File: src/rtl/farbborg_pkg.sv
// Shared geometry constants, scan state encoding and a plane decode helper
// for the farbborg LED cube scanner.
package farbborg_pkg;

  localparam int N_PLANES        = 8;
  localparam int WORDS_PER_PLANE = 32;
  localparam int LEDS_PER_PLANE  = 64;
  // Fetch counter value of the last cycle of FETCH (compare of the final word)
  localparam int FETCH_LAST      = WORDS_PER_PLANE;

  typedef enum logic [1:0] {
    IDLE  = 2'd0,
    FETCH = 2'd1,
    LATCH = 2'd2,
    HOLD  = 2'd3
  } scan_state_t;

  function automatic logic [N_PLANES-1:0] plane_onehot(input logic [2:0] plane);
    plane_onehot        = '0;
    plane_onehot[plane] = 1'b1;
  endfunction

endpackage

File: src/rtl/farbborg_pwm_cmp.sv
// PWM threshold compare for one frame RAM word: each byte is an LED brightness,
// the LED is lit while its brightness exceeds the current PWM level.
module farbborg_pwm_cmp (
  input  logic [15:0] word,
  input  logic [7:0]  level,
  output logic [1:0]  on_mask
);

  for (genvar gi = 0; gi < 2; gi++) begin : g_led
    assign on_mask[gi] = (word[gi*8 +: 8] > level);
  end

endmodule

File: src/rtl/farbborg_scan.sv
// Bit-angle-free PWM scanner: fetches one plane from frame RAM per step,
// thresholds it against the current level and latches it onto the column drivers.
module farbborg_scan
  import farbborg_pkg::*;
#(
  parameter int HOLD_CYCLES = 32,
  parameter int PWM_MAX     = 255
) (
  input  logic                      clk,
  input  logic                      rst_n,
  input  logic                      enable,
  output logic [7:0]                ram_addr,
  input  logic [15:0]               ram_data,
  output logic [LEDS_PER_PLANE-1:0] col_out,
  output logic [N_PLANES-1:0]       plane_sel,
  output logic                      latch,
  output logic                      frame_start,
  output logic                      busy
);

  localparam int HOLD_LEN = (HOLD_CYCLES < 1) ? 1 : HOLD_CYCLES;
  localparam int CNT_MAX  = (HOLD_LEN > FETCH_LAST) ? HOLD_LEN : FETCH_LAST;
  localparam int CNT_W    = $clog2(CNT_MAX + 1);
  localparam logic [CNT_W-1:0] HOLD_END  = CNT_W'(HOLD_LEN - 1);
  localparam logic [CNT_W-1:0] FETCH_END = CNT_W'(FETCH_LAST);
  localparam logic [7:0]       LEVEL_TOP = 8'(PWM_MAX - 1);

  scan_state_t               state_reg;
  logic [CNT_W-1:0]          cnt_reg;
  logic [7:0]                level_reg;
  logic [2:0]                plane_reg;
  // The final word never lands here; it goes straight into col_out at LATCH entry
  logic [LEDS_PER_PLANE-3:0] shadow_reg;
  logic [1:0]                on_mask;
  logic [4:0]                word_idx;

  farbborg_pwm_cmp u_cmp (
    .word    (ram_data),
    .level   (level_reg),
    .on_mask (on_mask)
  );

  // RAM data in fetch cycle c belongs to the word addressed in cycle c-1
  assign word_idx = 5'(cnt_reg - 1'b1);
  assign ram_addr = (state_reg == FETCH && cnt_reg < FETCH_END) ? {plane_reg, cnt_reg[4:0]} : 8'd0;

  always_ff @(posedge clk) begin
    if (!rst_n) begin
      state_reg   <= IDLE;
      cnt_reg     <= '0;
      level_reg   <= '0;
      plane_reg   <= '0;
      shadow_reg  <= '0;
      col_out     <= '0;
      plane_sel   <= '0;
      latch       <= 1'b0;
      frame_start <= 1'b0;
      busy        <= 1'b0;
    end else begin
      latch       <= 1'b0;
      frame_start <= 1'b0;
      case (state_reg)
        IDLE: begin
          if (enable) begin
            state_reg <= FETCH;
            cnt_reg   <= '0;
            level_reg <= '0;
            plane_reg <= '0;
            busy      <= 1'b1;
          end
        end
        FETCH: begin
          if (cnt_reg != '0 && cnt_reg != FETCH_END) begin
            shadow_reg[{word_idx, 1'b0} +: 2] <= on_mask;
          end
          if (cnt_reg == FETCH_END) begin
            state_reg   <= LATCH;
            cnt_reg     <= '0;
            col_out     <= {on_mask, shadow_reg};
            plane_sel   <= plane_onehot(plane_reg);
            latch       <= 1'b1;
            frame_start <= (plane_reg == 3'd0) && (level_reg == 8'd0);
          end else begin
            cnt_reg <= cnt_reg + 1'b1;
          end
        end
        LATCH: begin
          state_reg <= HOLD;
          cnt_reg   <= '0;
          if (level_reg == LEVEL_TOP) begin
            level_reg <= '0;
            plane_reg <= plane_reg + 3'd1;
          end else begin
            level_reg <= level_reg + 8'd1;
          end
        end
        HOLD: begin
          if (cnt_reg == HOLD_END) begin
            cnt_reg <= '0;
            if (enable) begin
              state_reg <= FETCH;
            end else begin
              state_reg <= IDLE;
              col_out   <= '0;
              plane_sel <= '0;
              level_reg <= '0;
              plane_reg <= '0;
              busy      <= 1'b0;
            end
          end else begin
            cnt_reg <= cnt_reg + 1'b1;
          end
        end
        default: state_reg <= IDLE;
      endcase
    end
  end

endmodule

File: config.mk
export PLATFORM = sky130hd
export DESIGN_NAME = farbborg_scan
export DESIGN_NICKNAME = d
export VERILOG_FILES = /design/src/rtl/farbborg_pkg.sv /design/src/rtl/farbborg_pwm_cmp.sv /design/src/rtl/farbborg_scan.sv
export SDC_FILE = /design/constraint.sdc
export NUM_CORES = 1
export LEC_CHECK = 0
export CORE_MARGIN = 2
export CORE_UTILIZATION = 40
export CTS_CLUSTER_SIZE = 40
export DETAILED_ROUTE_END_ITERATION = 10
export PLACE_DENSITY = 0.72
export SYNTH_ARGS = -nofsm -noshare
export SYNTH_HDL_FRONTEND = slang
export SYNTH_HIERARCHICAL = 1
export SYNTH_SLANG_ARGS = --single-unit
File: constraint.sdc
create_clock -name clk -period 3.45 [get_ports clk]
set_input_delay 0.345 -clock clk [delete_from_list [all_inputs] [get_ports clk]]
set_output_delay 0.345 -clock clk [all_outputs]
set_load 0.005 [all_outputs]
==> results.md, run 1 <==
* Run status: finished, final reports clean
* CTS resizes at 0
* Vias per std cell at between 5 and 6
* Total setup buffers inserted after CTS at 0
* Port Buffers at approximately 100
* Die footprint at approximately 0.020 mm2
* Clock buffer depth at 2
* Largest net degree at the start of global routing at ~150
* CP Launch Type: register
* DRC errors left at 0
* Syn nets at 921
* P&R area growth vs syn at 23.28%
* Layout Skew at around 0.012 ns
* Relative slew slack at 0.4616
* WP data required at about 3.8 ns
* Crit Path Category: register to register
* 1st-pass router iterations at 5
* Crit share post-route at 0.8923
* Via count at about 6,300
* Distinct cells, synth at between 50 and 60
* Slew Viols, Final at 0
* Total congestion overflow at 0
* Num CTS Buffers at 17
* Register area share after synthesis at 0.4137
* Post-Route WL at roughly 20,000 um
* Largest cells by area after synthesis: dfxtp_1, nor2b_1, nor3b_1, a21oi_1, ha_1
* GPL Wtd Cong at roughly 0.96
* DR iter-0 viols at roughly 460
* Vias in the first global route at around 6,000
* Synth area leader: dfxtp_1
* First-pass GRT wire length at ~32,000 um
* Worst-Skew Late Latency at around 0.43 ns
* Antenna Violating Nets Remaining at 0
* Die X at 141.4 um
* Num ports at a little over 100
* Diode count at 0
* Worst min path class: input pin to register
* Ys flop type: dfxtp_1
* Final setup margin at ~0.37 ns
* CTS clk-pin slew, worst paths at 0.06 ns
* Synthesized instance count at approximately 870
* Avg Cell Area, Syn at approximately 8.7 um2
* Peak VDD IR at between 0.0004 and 0.0005 V
* Minimum clock period at between 3 and 4 ns
* Dpl ws at roughly 0.53 ns
* RSZ-0062 raised after global routing: false
* Crit end category: register
* Initial antenna violation count at 0
* Routed wire per std cell at 16.40 um
* Pwr/cell area at between 500 and 600 mW/mm2
* Synth Register Bits at ~160
* Die height at ~140 um
* EDFF count, synth at 0
* CTS tree: done
* Post-CTS Hold Fix Bufs at 0
* Initial Util at 0.4050
* Number of nets in the final layout at approximately 1,000
* Root buffer cell: clkbuf_16
* WP data arrival at 3.44 ns
* Max-cap violations at 0
* Layout cell share with drive strength beyond 1 at 0.06479
* Crit-path max FO at between 100 and 150
* Core box area at 0.01864 mm2
* Final hold violations at 0
* Pwr Total at a little over 5000 uW
* Setup TNS at 0 ns
* Tightest Pin Transition at 0.8018 ns
* Share of the synthesized area in the top cell type at 0.4137
* Leak at 0.003146 uW
* Max FFs per register at 64
* Post-route cell area at between 0.009 and 0.01 mm2
* # clock sinks at between 150 and 200
* Total GRT Usage at 0.2003
* Htree depth at 4
* Fmax at about 0.32 GHz
* DP Area at 0.008715 mm2
* Ys async rst share at 0
* Std cell rows at 50
* Post-DP HPWL at 13,600 um
* Syn Std Cell Area at 0.007550 mm2
* Yosys Warn Count at 6
* Setup violators final at 0
==> routing by layer <==
| metal | vias up | track usage | wire length, um |
|---|---|---|---|
| met5 | - | 0 | 0 |
| met4 | 0 | 0.06474 | 356 |
| met3 | 30 | 0.04151 | 1022 |
| met2 | 166 | 0.3132 | 8677 |
| met1 | 2957 | 0.2774 | 9473 |
| li1 | 3181 | - | - |
==> cell usage after synthesis, types with 3 or more instances <==
cell and number:
a21boi_0 7, a21oi_1 86, and2_1 16, and3_1 6, buf_2 15, clkbuf_1 37, dfxtp_1 156, ha_1 34
inv_1 20, mux2i_1 41, nand2_1 87, nand2b_1 7, nand3_1 32, nand3b_1 4, nand4_1 13, nor2_1 28
nor2b_1 85, nor3_1 11, nor3b_1 68, nor4_1 8, o211ai_1 12, o21a_1 5, o21ai_0 31, o22ai_1 3
or2_2 3, or4_1 4, xnor2_1 9, xor2_1 4
==> final timing paths <==
path                       start             end  slack, ns  depth (start not counted)
setup / recovery      cnt_reg[1]     col_out[27]       0.37                          9
hold reg to reg   shadow_reg[46]  shadow_reg[46]       0.46                          2
hold / removal             rst_n  shadow_reg[54]       0.36                          3
setup reg to reg      cnt_reg[1]     col_out[27]       0.37                          9
==> where the power goes <==
part / total, uW / switching, uW / internal [uW] / leakage, uW
combinational: 1450 / 1030 / 420 / 0.00160
sequential: 1880 / 38.1 / 1840 / 0.00126
clock: 1850 / 768 / 1080 / 0.000285
total: 5180 / 1840 / 3340 / 0.00315
==> layout make-up <==
cell class | instances | area [um2]
inverters | 20 | 75.07
repair buffers | 113 | 1111
fillers | 1777 | 9335
multi-input cells | 636 | 4113
well taps | 234 | 292.8
clock buffers | 22 | 484.2
clock inverters | 10 | 108.9
flip-flops and latches | 156 | 3123
==> cells in the final DEF (no fill, tap or decap), drive strengths merged, types with 3 or more instances in the layout <==
master         Yosys  layout
nand3             32      32
and3               6       6
o22ai              3       3
inv               20      21
nand3b             4       4
dfxtp            156     156
buf               19      13
nor3              11      11
and2              17      17
mux2i             41      41
or4                4       4
nand4             13      13
nor2b             87      87
or2                3       3
nor4               8       8
nor2              28      28
clkdlybuf4s50      0     100
clkinv             0       6
o211ai            14      14
or3b               3       3
xnor2              9       9
clkbuf            37      22
ha                34      34
nand2b             7       7
a21oi             88      88
xor2               4       4
a21boi             7       7
nor3b             68      68
nand2             87      87
o21ai             31      31
o21a               5       5
==> cell families after synthesis <==
group	after synthesis	synth area share
AOI/OAI and AO/OA	164	0.1271
xor gates and xnor gates	13	0.01508
adders and majority gates	34	0.05635
buffers and inverters	76	0.04226
DFF	156	0.4137
muxes	43	0.05734
and+or+nand+nor	382	0.2882
==> metrics by stage <==
step | util | cells | hold WS, ns
after floorplan | - | 868 | 0.4299
after global placement | 0.4675 | 1159 | 0.4443
after detailed placement | 0.4675 | 1159 | 0.4466
after CTS | 0.4993 | 1191 | 0.3418
after global routing | 0.4993 | 1191 | 0.3658
final | 0.4993 | 1191 | 0.3628
==> worst max-delay path, cell delays in order, from the launching register on <==
cell	delay, ns
dfxtp_1	0.37
inv_1	0.16
ha_1	0.24
or4b_1	0.60
o21a_1	0.27
or3b_4	0.41
buf_12	0.22
nor3b_1	0.40
a21oi_1	0.07
nor2b_1	0.13
Power figures use the tool's default switching activity.
==> run 2: changes to the inputs <==
--- a/config.mk
+++ b/config.mk
@@ -6,10 +6,10 @@
 export NUM_CORES = 1
 export LEC_CHECK = 0
 export CORE_MARGIN = 2
-export CORE_UTILIZATION = 40
+export CORE_UTILIZATION = 29
 export CTS_CLUSTER_SIZE = 40
 export DETAILED_ROUTE_END_ITERATION = 10
-export PLACE_DENSITY = 0.72
+export PLACE_DENSITY = 0.59
 export SYNTH_ARGS = -nofsm -noshare
 export SYNTH_HDL_FRONTEND = slang
 export SYNTH_HIERARCHICAL = 1
==> run 2 against run 1 <==
Utilization is 13 points lower. Fmax rose by 3.4%. Register-to-register slack improved by 0.10 ns.
==> results.md, run 2 (synthesis gave the netlist of run 1 again) <==
* Crit Path Category: register to register
* Total GRT Usage at 0.1552
* Die footprint at 0.02734 mm2
* Max stage delay on crit path at around 0.6 ns
* Leak at roughly 0.0032 uW
* Run status: finished, final reports clean
* Fmax at roughly 0.34 GHz
* DRC errors left at 0
* Setup TNS at 0 ns
* 1st-pass router iterations at 5
* CP Launch Type: register
* Post-route cell area at 0.009487 mm2
* Die X at 165.4 um
* Number of filler cells placed in the layout at ~2,700
* WP data required at between 3 and 4 ns
* Core box area at 0.02584 mm2
* Pwr/cell area at about 560 mW/mm2
* Num CTS Buffers at 17
* Crit end category: register
* CTS tree: done
* Met2 usage at 0.2339
* Vias in the first global route at just over 6,000
* Setup violators final at 0
* Vias per std cell at between 4 and 5
* WP data arrival at around 3.3 ns
* Root buffer cell: clkbuf_16
* Port Buffers at 101
* Antenna Violating Nets Remaining at 0
* First-pass GRT wire length at 33,110 um
* Largest net degree at the start of global routing at ~90
* Total setup buffers inserted after CTS at 0
* Std cell rows at between 50 and 60
* Most common cell after layout, fill and taps aside: dfxtp_1
* CTS clk-pin slew, worst paths at around 0.06 ns
* Util after Layout at 0.3672
* Max FFs per register at between 60 and 70
* DR iter-0 viols at around 550
* Most frequent cells in the layout: dfxtp_1, clkdlybuf4s50_1, nand2_1
* Dpl ws at approximately 0.53 ns
* Peak VDD IR at slightly below 0.0004 V
* Slew Viols, Final at 0
* Minimum clock period at a little under 3 ns
* M3 GR Usage at 0.03571
* Relative slew slack at 0.5556
* Max-cap violations at 0
* Final hold violations at 0
* Worst-Skew Late Latency at approximately 0.42 ns
* Total congestion overflow at 0
* Crit-path cells: inv_1 -> ha_1 -> or4b_1 -> o21a_1 -> or3b_4 -> buf_4 -> nor3b_1 -> a21oi_1 -> nor2b_1
* DP Area at about 0.0089 mm2
* GPL Wtd Cong at 0.9582
* Num ports at 102
* Slowest cell on crit path: or4b_1
* Initial Util at 0.2922
* Pwr Total at around 5300 uW
* Multi-input combinational cell area at about 0.0041 mm2
* Tightest Pin Transition at between 0.6 and 0.7 ns
* Routed wire per std cell at 16.01 um
* Layout cell share with drive strength beyond 1 at 0.06861
* P&R area growth vs syn at 25.65%
* Diode count at 0
* CTS resizes at 0
* Post-CTS Hold Fix Bufs at 0
* Via count at around 6,300
* Worst min path class: input pin to register
* Crit-path max FO at 57
* Most Crowded Layer GR: met2
* Number of nets in the final layout at around 1,000
* Clock buffer depth at 2
* # clock sinks at between 150 and 200
* Met1 Usage GRT at 0.2187
* Register area at between 0.003 and 0.004 mm2
* Initial antenna violation count at 0
* Htree depth at 4
* Post-Route WL at 20,760 um
* Final setup margin at roughly 0.47 ns
* Layout Skew at between 0.01 and 0.015 ns
* Post-DP HPWL at 14,930 um
* Crit share post-route at 0.8630
* Die height at between 150 and 200 um
* RSZ-0062 raised after global routing: false
==> run 2: changes by cell type in the layout (fill, tap and decap cells not counted), moves of 2 or more <==
cell,before,now
buf_4,12,17
clkinv_4,6,2
clkbuf_8,4,1
inv_6,0,3
bufinv_16,1,3
==> run 2: layout make-up <==
class | count | share of cell area
well taps | 335 | 0.04418
multi-input cells | 636 | 0.4335
clock inverters | 12 | 0.01701
clock buffers | 20 | 0.04709
repair buffers | 118 | 0.1211
flip-flops and latches | 156 | 0.3292
inverters | 20 | 0.007913
==> run 2: metal layers <==
layer	part of all wire	vias to the layer above
met3	0.047	21
met5	0	-
met4	0.015	0
li1	-	3184
met1	0.50	2992
met2	0.44	140
==> run 2: final timing paths <==
kind | start | end | slack, ns | cells after the start
max | cnt_reg[1] | col_out[29] | 0.47 | 9
max reg2reg | cnt_reg[1] | col_out[29] | 0.47 | 9
min reg2reg | shadow_reg[31] | shadow_reg[31] | 0.45 | 2
min | rst_n | level_reg[6] | 0.39 | 2
==> run 2: critical path: cells and delay by family (launching register included) <==
kind / cells / cell delay (ns)
AO/OA/AOI/OAI: 2 / 0.34
AND/OR/NAND/NOR: 4 / 1.43
buffers and inverters: 2 / 0.48
flip-flops: 1 / 0.38
adder cells (fa/ha/maj): 1 / 0.24
==> run 2: report_power, final <==
group | switching [uW] | internal [uW] | total, uW | leakage (uW)
combinational | 1070 | 459 | 1530 | 0.00163
sequential | 37.7 | 1840 | 1880 | 0.00126
clock | 771 | 1170 | 1940 | 0.000288
==> run 2: metrics by stage <==
step	hold WS, ns	instances
2_1_floorplan	0.4299	868
3_3_place_gp	0.4437	1265
3_5_place_dp	0.4422	1265
4_1_cts	0.3874	1297
5_1_grt	0.4061	1297
6_report	0.3926	1297
==> run 3: changes to the inputs <==
--- a/config.mk
+++ b/config.mk
@@ -5,6 +5,7 @@
 export SDC_FILE = /design/constraint.sdc
 export NUM_CORES = 1
 export LEC_CHECK = 0
+export CORE_ASPECT_RATIO = 0.5
 export CORE_MARGIN = 2
 export CORE_UTILIZATION = 29
 export CTS_CLUSTER_SIZE = 40
==> constraint.sdc (replaced) <==
create_clock -name clk -period 3.6 [get_ports clk]
set_input_delay 0.36 -clock clk [delete_from_list [all_inputs] [get_ports clk]]
set_output_delay 0.36 -clock clk [all_outputs]
set_load 0.005 [all_outputs]
==> run 3 against run 2 <==
Power down 6.7%. Clock power down 8%. Sequential share of layout area up 0.20 points. Highest routed layer unchanged. Clock-buffer cell count up 1. Critical endpoint is now col_out[6]. Routed wire length up 1.3%. Flip-flop and latch count unchanged. Largest cell class unchanged. Utilization up 0.42 points.
==> results.md, run 3 (synthesis gave the netlist of run 1 again) <==
* Post-DP HPWL at roughly 15,000 um
* CTS tree: done
* Vias per std cell at around 5
* Clock buffer depth at 2
* Total setup buffers inserted after CTS at 0
* WP data arrival at roughly 3.4 ns
* P&R area growth vs syn at 24.89%
* Tightest Pin Transition at approximately 0.83 ns
* Die X at roughly 230 um
* RSZ-0062 raised after global routing: false
* DRC errors left at 0
* Number of filler cells placed in the layout at 2,550
* CP endpoint: col_out[6]
* Most frequent cells in the layout: dfxtp_1, clkdlybuf4s50_1, nand2_1
* Worst min path class: register to register
* Std cell rows at 41
* Antenna Violating Nets Remaining at 0
* Vias in the first global route at 6,124
* Most common cell after layout, fill and taps aside: dfxtp_1
* Total congestion overflow at 0
* Worst-Skew Late Latency at between 0.4 and 0.5 ns
* Post-Route WL at 21,040 um
* Placed cells at between 1,000 and 1,500
* # clock sinks at 156
* R2r endpoint: col_out[6]
* Relative slew slack at 0.4402
* Hold path depth at 2
* Setup TNS at 0 ns
* GPL Wtd Cong at a little over 0.9
* Diode count at 0
* CTS resizes at 0
* WP data required at 3.96 ns
* CTS clk-pin slew, worst paths at 0.06 ns
* Layout Cells excl Fill at roughly 1,300
* Initial Util at 0.2973
* Number of nets in the final layout at approximately 1,000
* Die footprint at approximately 0.027 mm2
* Max FFs per register at 64
* Minimum clock period at approximately 3.0 ns
* Layout Skew at 0.007203 ns
* CP Launch Type: register
* Pwr/cell area at around 530 mW/mm2
* Leak at 0.003139 uW
* Flop-to-flop setup slack at 0.56 ns
* Peak VDD IR at roughly 0.00034 V
* Worst Setup SP: cnt_reg[1]
* Initial antenna violation count at 0
* Num CTS Buffers at 17
* Dpl ws at 0.5879 ns
* Routed wire per std cell at ~16 um
* Register area at between 0.003 and 0.004 mm2
* Crit-path max FO at between 80 and 90
* Run status: finished, final reports clean
* First-pass GRT wire length at 33,240 um
* Total GRT Usage at 0.1530
* Crit end category: register
* Port Buffers at about 100
* Max-cap violations at 0
* DR iter-0 viols at between 300 and 400
* Setup violators final at 0
* Fmax at 0.3294 GHz
* Core box area at 0.02539 mm2
* Via count at 6,369
* Crit Path Category: register to register
* Worst r2r src: cnt_reg[1]
* Num ports at about 100
* Crit share post-route at 0.8433
* Multi-input combinational cell area at between 0.004 and 0.005 mm2
* Final setup margin at between 0.5 and 0.6 ns
* 1st-pass router iterations at 7
* Htree depth at 4
* Root buffer cell: clkbuf_16
* Largest net degree at the start of global routing at 90
* Post-CTS Hold Fix Bufs at 0
* Slew Viols, Final at 0
* Layout cell share with drive strength beyond 1 at 0.06165
* Register-to-Register Path Depth at 9
* Final hold violations at 0
* Die height at approximately 120 um
-- run 3: cell types whose count changed in the layout (fill, tap and decap cells not counted), sizes merged --
cell	previous run	this run
clkbuf	20	21
buf	18	14
clkinv	3	4
clkinvlp	3	2
inv	23	21
-- run 3: how the worst min path moves through the flow --
stage                     slack [ns]             end            from
after floorplan                 0.43  shadow_reg[12]  shadow_reg[12]
after global placement          0.45  shadow_reg[24]  shadow_reg[24]
after detailed placement        0.45  shadow_reg[36]  shadow_reg[36]
after CTS                       0.46  shadow_reg[30]  shadow_reg[30]
after global routing            0.48   shadow_reg[9]   shadow_reg[9]
final                           0.46  shadow_reg[46]  shadow_reg[46]
-- run 3: routing by layer --
layer,wire [um],track usage,part of all wire,vias up
li1,-,-,-,3168
met1,10650,0.2179,0.51,3067
met2,9355,0.2303,0.44,113
met3,708,0.02931,0.034,21
met4,329,0.04928,0.016,0
met5,0,0,0,-
-- run 3: metrics by stage --
stage	hold WS, ns	util	total power [uW]	area (um2)
global placement	0.4460	0.3484	3201	8847
global route	0.4803	0.3713	5255	9429
detailed placement	0.4478	0.3484	3215	8847
finish	0.4580	0.3713	4987	9429
floorplan	0.4299	-	2870	7550
CTS	0.4603	0.3713	5014	9429
-- run 3: power breakdown --
| group | leakage [uW] | internal, uW | total [uW] | switching, uW |
|---|---|---|---|---|
| combinational | 0.00160 | 387 | 1390 | 1010 |
| clock | 0.000277 | 1090 | 1790 | 704 |
| sequential | 0.00126 | 1770 | 1800 | 35.6 |
| total | 0.00314 | 3240 | 4990 | 1740 |
-- run 3: final cells by class --
cell class | instances | share of cell area
Clock inverter | 10 | 0.01499
Timing Repair Buffer | 114 | 0.1173
Clock buffer | 21 | 0.04671
Multi-Input combinational cell | 636 | 0.4362
Sequential cell | 156 | 0.3312
Inverter | 20 | 0.007962
Tap cell | 344 | 0.04565
-- run 3: critical path, stage by stage (launching register included) --
cell     delay, ns
dfxtp_1       0.37
inv_1         0.17
ha_1          0.24
or4b_1        0.60
o21a_1        0.27
or3b_4        0.41
buf_4         0.36
nor3b_1       0.33
a21oi_1       0.07
nor2b_1       0.12
